===== config.mk =====
export PLATFORM = sky130hd
export DESIGN_NAME = norm_approx_mult
export DESIGN_NICKNAME = d
export VERILOG_FILES = /design/src/rtl/norm_approx_mult.sv
export SDC_FILE = /design/constraint.sdc
export NUM_CORES = 1
export LEC_CHECK = 0
export ABC_AREA = 1
export BUFFER_PORTS_ARGS = -buffer_cell sky130_fd_sc_hd__buf_2
export CELL_PAD_IN_SITES_DETAIL_PLACEMENT = 0
export CELL_PAD_IN_SITES_GLOBAL_PLACEMENT = 1
export CORE_MARGIN = 2
export CORE_UTILIZATION = 40
export DETAILED_ROUTE_END_ITERATION = 8
export PLACE_DENSITY_LB_ADDON = 0.1
export SLEW_MARGIN = 5
export SYNTH_ARGS = -nofsm -noshare
export SYNTH_HDL_FRONTEND = slang
export SYNTH_SLANG_ARGS = --single-unit

===== constraint.sdc =====
create_clock -name clk -period 4 [get_ports clk]
set_input_delay 1 -clock clk [delete_from_list [all_inputs] [get_ports clk]]
set_output_delay 1 -clock clk [all_outputs]
set_load 0.02 [all_outputs]

===== src/rtl/norm_approx_mult.sv =====
// Approximate unsigned multiplier: normalise both operands, multiply the
// top M bits of each, then shift the product back down.
module norm_approx_mult #(
  parameter int N = 16,
  parameter int M = 8
) (
  input  logic           clk,
  input  logic           rst,
  input  logic           start,
  input  logic [N-1:0]   a_in,
  input  logic [N-1:0]   b_in,
  output logic           busy,
  output logic           done,
  output logic [2*N-1:0] result
);

  localparam int CW = $clog2(N);
  localparam int SW = CW + 1;

  typedef enum logic [5:0] {
    IDLE   = 6'b000001,
    NORM1  = 6'b000010,
    NORM2  = 6'b000100,
    MULT   = 6'b001000,
    DENORM = 6'b010000,
    DONE   = 6'b100000
  } state_t;

  state_t state, state_n;

  logic [N-1:0]   a_q, b_q;
  logic [CW-1:0]  cnt1, cnt2;
  logic [SW-1:0]  sh;
  logic [2*N-1:0] r_q;
  logic [M-1:0]   a_top, b_top;
  logic [2*M-1:0] prod;
  logic           zero_op;

  assign a_top   = a_q[N-1 -: M];
  assign b_top   = b_q[N-1 -: M];
  assign prod    = (2*M)'(a_top) * (2*M)'(b_top);
  assign zero_op = (a_in == '0) || (b_in == '0);

  assign busy = (state != IDLE);
  assign done = (state == DONE);

  always_ff @(posedge clk or negedge rst) begin
    if (!rst) state <= IDLE;
    else      state <= state_n;
  end

  always_comb begin
    state_n = state;
    unique case (state)
      IDLE: begin
        if (start) state_n = zero_op ? DONE : NORM1;
      end
      NORM1: begin
        if (a_q[N-1]) state_n = NORM2;
      end
      NORM2: begin
        if (b_q[N-1]) state_n = MULT;
      end
      MULT: state_n = DENORM;
      DENORM: begin
        if (sh == '0) state_n = DONE;
      end
      DONE: state_n = IDLE;
      default: state_n = IDLE;
    endcase
  end

  always_ff @(posedge clk or negedge rst) begin
    if (!rst) begin
      a_q    <= '0;
      b_q    <= '0;
      cnt1   <= '0;
      cnt2   <= '0;
      sh     <= '0;
      r_q    <= '0;
      result <= '0;
    end else begin
      unique case (state)
        IDLE: begin
          if (start) begin
            if (zero_op) begin
              result <= '0;
            end else begin
              a_q  <= a_in;
              b_q  <= b_in;
              cnt1 <= '0;
              cnt2 <= '0;
            end
          end
        end
        NORM1: begin
          if (!a_q[N-1]) begin
            a_q  <= a_q << 1;
            cnt1 <= cnt1 + CW'(1);
          end
        end
        NORM2: begin
          if (!b_q[N-1]) begin
            b_q  <= b_q << 1;
            cnt2 <= cnt2 + CW'(1);
          end
        end
        MULT: begin
          // realign the mantissa product to the normalised 2N-bit scale
          r_q <= (2*N)'(prod) << (2*(N-M));
          sh  <= SW'(cnt1) + SW'(cnt2);
        end
        DENORM: begin
          if (sh == '0) begin
            result <= r_q;
          end else begin
            r_q <= r_q >> 1;
            sh  <= sh - SW'(1);
          end
        end
        DONE: ;
        default: ;
      endcase
    end
  end

endmodule


==> out/results.ini <==
[status]
status=finished clean

[worst_setup_path]
end_kind=register
required_ps=4340
worst_setup_path_start_kind=register
crit_type=reg2reg
worstPathBufferInverterCount=6
crit_arrival_ps=4120
worstPathMaxFanout=8
timing.critical_path.slowest_stage_cell=fa_1
crit_path_frequent_cell=fa_1
critical-path-top-delay-family=adder cells
max_stage_delay_ps=500
path_cells=buf_6 -> nand2_1 -> inv_2 -> fa_1 -> fa_1 -> fa_1 -> inv_1 -> fa_1 -> inv_2 -> ha_4 -> nand2_2 -> nand2_2 -> inv_1 -> nand2_2 -> inv_2 -> nand3b_1 -> nand3_2 -> a22oi_2

[floorplan]
core.rowCount=51
die-area_sq_mm=0.02123
die_w_um=145.7
core_sq_mm=0.01959
start_util_pct=40.99
die_y_um=145.7
ioPinCount=69

[place]
gp_congestion=0.7803
dp_hpwl_um=13530
pre_cts_slack_ps=-15.79
io_buffers=68
dp.cells=1417

[synth]
synth_top_cell_area_share_pct=35.53
yosysUniqueCellTypes=35
synth_edf_count=0
synth_top_flop_cell=dfrtp_1
synth_area_leader_cell=dfrtp_1
syn_inst=1109
synth_nets=1225
synthArstFlopShare_pct=100.0
ys_ff_latch=115
netlist_top_cells_count=nand2_1 (409), inv_1 (178), dfrtp_1 (114), nor2_1 (82), nand3_1 (76)
syn-cell-area_sq_mm=0.008030
ys_top_cells_by_area=dfrtp_1 (36%), nand2_1 (19%), fa_1 (9.2%), inv_1 (8.3%), ha_1 (6.9%)
synth_most_common_cell=nand2_1
syn_area_per_cell_sq_um=7.241
yosys_warnings=0
ys_seq_area_share_pct=35.85

[detailed_routing]
drcViolationCount=0
drtAntennaViolNets=0
wl_um=18720
wire_per_inst_um=12.87
viasPerCell=4.574
firstDrtPassIters=5
drt_iter0_drc=289
vias=6650

[cells_and_area]
final_nets=1292
n_antenna_cell=0
final_util_pct=48.28
n_fill_cell=2065
syn2layout_area_growth_pct=17.78
multi_input_area_sq_mm=0.004372
seqCellArea_sq_mm=0.002894
layout-drive-gt1-share_pct=16.74
final_cells=1454

[clock_tree]
clk_latency_ps=420
numCtsBuffers=17
cts_buffer_depth=2
cts_root_buf=clkbuf_16
clk_pin_slew_worst_paths_ps=60
htree_levels=4
cts_sinks=115
cts_tree=built

[timing]
hold_viol=0
rsz0062_at_grt=no
setup_viol=0
slew_headroom_pct=47.48
finalMaxSlewViolations=0
setup_slack_ps=211.5
worst_pin_slew_ps=785.9
timing.fmax_ghz=0.2640
min_period_ps=3788
skew_ps=11.70
finalCritPeriodShare_pct=94.71

[global_route]
antenna_found_initial=0
grt_max_degree=116
grt_pass1_vias=6297
grt_pass1_wl_um=31970
grt-ovfl-total=0
grt_usage_pct=18.45

[job]
cap_violations=0

[pwr]
power_per_cell_area_mw_per_mm2=981.2
ir_drop_v=0.0006945
leakagePower_nw=5.526

[worst_hold_path]
hp-class=reg2reg

cell families after synthesis:
| kind of cell | after synthesis | synth area share, % |
|---|---|---|
| simple gates | 594 | 30.31 |
| buf+inv | 232 | 11.72 |
| flops | 115 | 35.85 |
| fa+ha+maj | 81 | 16.08 |
| compound gates | 76 | 4.846 |
| xor+xnor | 11 | 1.200 |
state kept, by name (all words and copies together), names as in the netlist:
register and count:
cnt2 4, a_q 16, state 6, cnt1 4, result 32, r_q 32
sh 5, b_q 16
final timing paths:
kind	startpoint	endpoint	slack [ps]	cells after the start
min	result[1]	result[1]	460	2
min reg2reg	result[1]	result[1]	460	2
min in group asynchronous	rst	result[30]	610	2
max in group asynchronous	rst	a_q[11]	2780	2
max	b_q[10]	r_q[26]	210	18
max reg2reg	b_q[10]	r_q[26]	210	18
cell type report:
class / count / share of cell area [%]
Multi-Input combinational cell: 762 / 46.22
Clock inverter: 15 / 1.680
Clock buffer: 17 / 4.498
Inverter: 183 / 7.263
Tap cell: 265 / 3.506
Sequential cell: 115 / 30.60
Timing Repair Buffer: 97 / 6.231
repair_timing:
| action | in CTS | in global routing |
|---|---|---|
| setup endpoints to repair | 2 | 10 |
| endpoints found under the hold margin | 0 | 0 |
| pin swaps | 0 | 24 |
| hold buffers | 0 | 0 |
| resized for setup | 2 | 55 |
| setup buffers | 0 | 5 |
power breakdown:
part | total, mW | switching, mW | internal, mW
Clock | 1.53 | 0.648 | 0.883
Sequential | 1.65 | 0.251 | 1.40
Combinational | 6.10 | 3.66 | 2.43
layer usage:
metal	global-route usage, %	routed length, um
met3	3.229	452
met1	26.37	9496
met4	4.559	202
met5	0	0
met2	29.20	8563
cell usage in the layout (no fill, tap or decap), types with 12 or more instances in the layout:
| master | instances |
|---|---|
| nand2_1 | 393 |
| inv_1 | 172 |
| dfrtp_1 | 102 |
| nor2_1 | 78 |
| nand3_1 | 73 |
| buf_2 | 67 |
| o21ai_0 | 56 |
| ha_1 | 39 |
| fa_1 | 36 |
| buf_4 | 27 |
| nand2_2 | 17 |
| clkbuf_16 | 17 |
| dfrtp_2 | 12 |
metrics by stage:
stage	setup TNS (ps)	area (sq um)	hold slack (ps)	power, mW
after floorplan	0	8030	442.2	5.496
after global placement	0	8643	450.2	6.635
after detailed placement	-17.64	8643	453.0	6.657
after CTS	0	9230	467.8	8.271
after global routing	0	9458	484.1	10.35
final	0	9458	460.1	9.280
worst reg2reg max path, cell delays in order (launching register included):
cell      delay [ps]
dfrtp_2          470
buf_6            140
nand2_1           70
inv_2             50
fa_1             480
fa_1             500
fa_1             490
inv_1             50
fa_1             490
inv_2             50
ha_4             310
nand2_2           60
nand2_2           70
inv_1             50
nand2_2           70
inv_2             40
nand3b_1          80
nand3_2           90
a22oi_2          160
Note: power is estimated with default switching activity, not from simulation.
